### src/rtl/matrix_pkg.sv
// Shared ALU opcodes, transpose FSM encoding and counter-width helper.
// Imported by the transpose unit and its storage sub-module.
package matrix_pkg;

    localparam logic [2:0] OP_ADD       = 3'b000;
    localparam logic [2:0] OP_SUB       = 3'b001;
    localparam logic [2:0] OP_MUL       = 3'b010;
    localparam logic [2:0] OP_SCALE     = 3'b011;
    localparam logic [2:0] OP_TRANSPOSE = 3'b100;

    typedef enum logic [1:0] {
        ST_IDLE  = 2'd0,
        ST_LOAD  = 2'd1,
        ST_DRAIN = 2'd2
    } state_t;

    function automatic int clog2(input int value);
        int bits;
        bits = 0;
        for (int i = 0; i < 32; i++) begin
            if ((1 << bits) < value) begin
                bits = bits + 1;
            end
        end
        return bits;
    endfunction

endpackage

### src/rtl/transpose_store.sv
// DIMxDIM register array: row write port, combinational column read port.
// Write takes effect on the next posedge; read is zero-latency from registered storage.
module transpose_store
    import matrix_pkg::*;
#(
    parameter int DIM   = 4,
    parameter int WIDTH = 32,
    parameter int AW    = clog2(DIM)
) (
    input  logic                 clk,
    input  logic                 we,
    input  logic [AW-1:0]        waddr,
    input  logic [DIM*WIDTH-1:0] wdata,
    input  logic [AW-1:0]        raddr,
    output logic [DIM*WIDTH-1:0] rdata
);

    // Contents are not reset; the controller never exposes unwritten rows.
    logic [DIM*WIDTH-1:0] mem [DIM];

    always_ff @(posedge clk) begin
        if (we) begin
            mem[waddr] <= wdata;
        end
    end

    always_comb begin
        rdata = '0;
        for (int r = 0; r < DIM; r++) begin
            rdata[r*WIDTH +: WIDTH] = mem[r][int'(raddr)*WIDTH +: WIDTH];
        end
    end

endmodule

### src/rtl/matrix_transpose_buffer.sv
// Full-matrix transpose unit: loads DIM rows, then returns DIM columns; first column the cycle after the last row.
// Valid/ready on both sides; input stalls on InValid bubbles, output column held while OutReady is low.
module matrix_transpose_buffer
    import matrix_pkg::*;
#(
    parameter int         DIM    = 4,
    parameter int         WIDTH  = 32,
    parameter logic [2:0] OPCODE = OP_TRANSPOSE
) (
    input  logic                 Clock,
    input  logic                 ClearAll_n,
    input  logic [2:0]           Operation,
    input  logic                 Enable,
    input  logic                 InValid,
    output logic                 InReady,
    input  logic [DIM*WIDTH-1:0] InRow,
    output logic                 OutValid,
    input  logic                 OutReady,
    output logic [DIM*WIDTH-1:0] OutRow,
    output logic                 Busy,
    output logic                 Done,
    output logic                 Error
);

    localparam int            CW   = clog2(DIM);
    localparam logic [CW-1:0] LAST = CW'(DIM - 1);

    generate
        if (DIM < 2 || DIM > 16) begin : g_bad_dim
            $error("matrix_transpose_buffer: DIM must be in 2..16");
        end
    endgenerate

    state_t                 state, state_nxt;
    logic [CW-1:0]          rc, cc;
    logic [DIM*WIDTH-1:0]   col;
    logic                   start, in_hs, out_hs;

    assign start  = Enable && (Operation == OPCODE);
    assign in_hs  = InValid && InReady;
    assign out_hs = OutValid && OutReady;

    always_ff @(posedge Clock or negedge ClearAll_n) begin
        if (!ClearAll_n) begin
            state <= ST_IDLE;
        end else begin
            state <= state_nxt;
        end
    end

    always_comb begin
        state_nxt = state;
        case (state)
            ST_IDLE:  if (start)                state_nxt = ST_LOAD;
            ST_LOAD:  if (in_hs && rc == LAST)  state_nxt = ST_DRAIN;
            ST_DRAIN: if (out_hs && cc == LAST) state_nxt = ST_IDLE;
            default:                            state_nxt = ST_IDLE;
        endcase
    end

    always_comb begin
        InReady  = (state == ST_LOAD);
        OutValid = (state == ST_DRAIN);
        Busy     = (state == ST_LOAD) || (state == ST_DRAIN);
        OutRow   = (state == ST_DRAIN) ? col : '0;
    end

    always_ff @(posedge Clock or negedge ClearAll_n) begin
        if (!ClearAll_n) begin
            rc <= '0;
            cc <= '0;
        end else begin
            if (state == ST_IDLE && start) begin
                rc <= '0;
            end else if (in_hs && rc != LAST) begin
                rc <= rc + 1'b1;
            end
            if (in_hs && rc == LAST) begin
                cc <= '0;
            end else if (out_hs && cc != LAST) begin
                cc <= cc + 1'b1;
            end
        end
    end

    // A start seen while busy (including the final drain beat) is dropped and flagged.
    always_ff @(posedge Clock or negedge ClearAll_n) begin
        if (!ClearAll_n) begin
            Done  <= 1'b0;
            Error <= 1'b0;
        end else begin
            Done <= out_hs && (cc == LAST);
            if (state == ST_IDLE && start) begin
                Error <= 1'b0;
            end else if (start) begin
                Error <= 1'b1;
            end
        end
    end

    transpose_store #(
        .DIM   (DIM),
        .WIDTH (WIDTH),
        .AW    (CW)
    ) u_store (
        .clk   (Clock),
        .we    (in_hs),
        .waddr (rc),
        .wdata (InRow),
        .raddr (cc),
        .rdata (col)
    );

endmodule
### config.mk
export PLATFORM = sky130hd
export DESIGN_NAME = matrix_transpose_buffer
export DESIGN_NICKNAME = d
export VERILOG_FILES = /design/src/rtl/matrix_pkg.sv /design/src/rtl/transpose_store.sv /design/src/rtl/matrix_transpose_buffer.sv
export SDC_FILE = /design/constraint.sdc
export NUM_CORES = 1
export LEC_CHECK = 0
export ABC_AREA = 1
export CAP_MARGIN = 20
export CORE_ASPECT_RATIO = 0.6
export CORE_MARGIN = 2
export CORE_UTILIZATION = 40
export DETAILED_ROUTE_END_ITERATION = 8
export GPL_TIMING_DRIVEN = 0
export PLACE_DENSITY_LB_ADDON = 0.3
export SLEW_MARGIN = 20
export SYNTH_ARGS = -nofsm -noshare
export SYNTH_HDL_FRONTEND = slang
export SYNTH_SLANG_ARGS = --single-unit
### constraint.sdc
create_clock -name Clock -period 13.21 [get_ports Clock]
set_input_delay 3.3025 -clock Clock [delete_from_list [all_inputs] [get_ports Clock]]
set_output_delay 3.3025 -clock Clock [all_outputs]
set_load 0.02 [all_outputs]
==> reports/metrics.cfg, run 1 <==
[global_route]
grt.met1_usage_pct=34.7
grt_pass1_vias=13400
grt-ovfl-total=0
grtUsageTotal_pct=23.7
grt_util_met2_pct=37.5
grtUsageMet3_pct=4.13
top_usage_layer=met2
grt_max_degree=74
grt_pass1_wl_um=89800
antenna_found_initial=4

[clock_network]
postCtsHoldBufs=0
htree_num_levels=2
numCtsBuffers=49
clock-sinks=520
ctsResizeCount=0
path_clk_slew_ps=60
clk_path_buf_depth=3
cts_tree=built
insertion_delay_ps=560
post_cts_buffers=0
clock_tree.root_cell=clkbuf_16

[final_layout]
utilization_pct=51.5
nNetsFinal=2063
final_common_cell=nor2_1
synthToLayoutAreaGrowth_pct=27.9
drive_gt1_share_pct=8.44
stdcell_area_um2=26100
layout_common_cells=517 x nor2_1, 512 x edfxtp_1, 268 x clkdlybuf4s50_1

[floorplanning]
row_count=64
die_area_um2=52800
start_util_pct=40.3
core_um2=50600
io_pins=269
die_y_um=179
die_w_um=295

[worst_setup_path]
crit_arrival_ps=3680
critPathRequiredTime_ps=9910
crit_slowest_cell=clkbuf_1
critPathBufInv=5
critPathKind=register to output pin
cp_slowest_stage_delay_ps=780
start_kind=register
crit_path_cell_trace=inv_1 > ha_1 > inv_1 > clkbuf_1 > clkbuf_1 > a21oi_1 > clkdlybuf4s50_1
critPathMaxFanout=10
cp_top_family=buffers and inverters
endpoint_kind=output pin

[logic_synthesis]
synthAdderAreaFrac_pct=0.614
syn_inst=1578
yosys-top-cells-area=edfxtp_1 75%, nor2_1 9.6%, o21ai_0 5.5%, a21oi_1 3.3%, buf_6 1.3%
ys.flop_type=edfxtp_1
yosysTopAreaCell=edfxtp_1
syn_nets=1724
synth_top_area_share_pct=75.4
syn_avg_cell_area_um2=12.9
synth_top_family_by_area=simple AND/OR/NAND/NOR gates
post_synth_mux_area_share_pct=0
synth_cell_types=19
synth-compound-area-share_pct=9.60
synthArstFlopShare_pct=1.54
synth-seq-cells=520
synth_xor_area_share_pct=0.0430
syn_area_um2=20400
synth_edf_count=512
seq_area_frac_synth_pct=76.4
synth_simple_gate_area_share_pct=9.95
yosys_warnings=0

[place]
dpl_cell_area_um2=24500
dp_hpwl_um=42400
gp_congestion=0.814
post-place-ws_ps=6840
port_buffers=268

[route]
wire_per_inst_um=23.9
drc=0
drt_iter0_markers=1684
routed_wl_um=63300
detail_route.vias_per_cell=5.23
drtAntennaViolNets=0
vias=13900
dr.pass1.iters=6

[job]
maxCapViolations=0

[power]
power_density_nw_per_um2=211
peakVddDrop_mv=0.103
power_uw=5500
leakage_uw=0.00873

[sta]
slew_headroom_pct=36.2
rsz0062_at_grt=false
hold_viol=0
setup_ws_ps=6220
finalMaxSlewViolations=0
max_clock_freq_ghz=0.143
fin_crit_sh_pct=52.9
clock_skew_ps=9.60
finalSetupViolCount=0
min_period_ps=6990
whs_ps=508
tightestPinTransition_ps=957

[status]
status=finished clean

[hold_path]
hold_path.class=register to register

-- metrics by stage --
stage                     cells  TNS (ps)
after global placement     2539    -12270
after global routing       2649         0
final                      2650         0
after detailed placement   2559         0
after floorplan            1578         0
after CTS                  2648         0
-- kinds of logic (layout without fill, tap and decap cells) --
family | Yosys count | in the layout
adders and majority gates | 10 | 10
xor gates and xnor gates | 1 | 1
buffers and inverters | 117 | 494
DFF | 520 | 520
other | 0 | 2
AOI/OAI and AO/OA | 391 | 391
and+or+nand+nor | 539 | 539
-- worst reg2reg max path, delay by kind of cell (launching register included) --
kind,cells,cell delay [ps]
buffers and inverters,5,960
and+or+nand+nor,2,760
DFF,1,390
adders and majority gates,1,210
-- flip-flops by register name, summed over array words and instances, names as in the netlist --
register	cells
Done	1
cc	2
rc	2
Error	1
u_store.mem	512
state	2
-- report_power, final --
part           leakage [uW]  switching (uW)  total, uW  internal (uW)
clock              0.000786             595       1410            812
sequential          0.00473            39.5       2030           1990
combinational       0.00322            1390       2060            670
total               0.00873            2030       5500           3470
-- synth_stat cells, types with 10 or more instances --
| master | number |
|---|---|
| nor2_1 | 520 |
| edfxtp_1 | 512 |
| o21ai_0 | 223 |
| a21oi_1 | 133 |
| o21ai_1 | 35 |
| clkbuf_1 | 29 |
| buf_6 | 24 |
| clkbuf_2 | 24 |
| inv_1 | 16 |
| nand2_1 | 15 |
| buf_2 | 14 |
| ha_1 | 10 |
-- worst paths after layout --
kind                       cells after the start  slack, ps  startpoint                  end
max                                            7       6220    state[0]          OutRow[117]
min                                            2        510       Error                Error
max reg2reg                                    8      10580    state[1]  u_store.mem[0][116]
min reg2reg                                    2        510       Error                Error
max in group asynchronous                      1       9900  ClearAll_n                rc[1]
min in group asynchronous                      1       3040  ClearAll_n             state[0]
-- per-layer routing --
metal	routed length [um]	up-vias
met2	28900	667
met3	5620	90
met4	1120	4
li1	-	6293
met1	27600	6803
met5	28	-
-- layout make-up --
class	count	area, um2
Fill cell	4296	24500
Buffer	99	622
Clock inverter	29	283
Multi-Input combinational cell	941	4140
Inverter	18	75.1
Timing Repair Buffer	288	3200
Tap cell	693	867
Sequential cell	520	15600
Antenna cell	2	5.00
Clock buffer	60	1300
Power figures use the tool's default switching activity.
==> run 2: changes to the inputs <==
- clock period: 13.21 -> 5.61 ns (I/O delays scaled with it)
==> results of run 2 <==
Same layout as run 1 (identical final DEF). Status: finished clean.
Among the figures that moved: setup slack after placement 6840 ps -> 1140 ps; setup slack after layout 6220 ps -> 524 ps; register-to-register setup slack 10580 ps -> 2980 ps; total power 5500 uW -> 12900 uW; worst IR drop on VDD 0.103 mV -> 0.243 mV
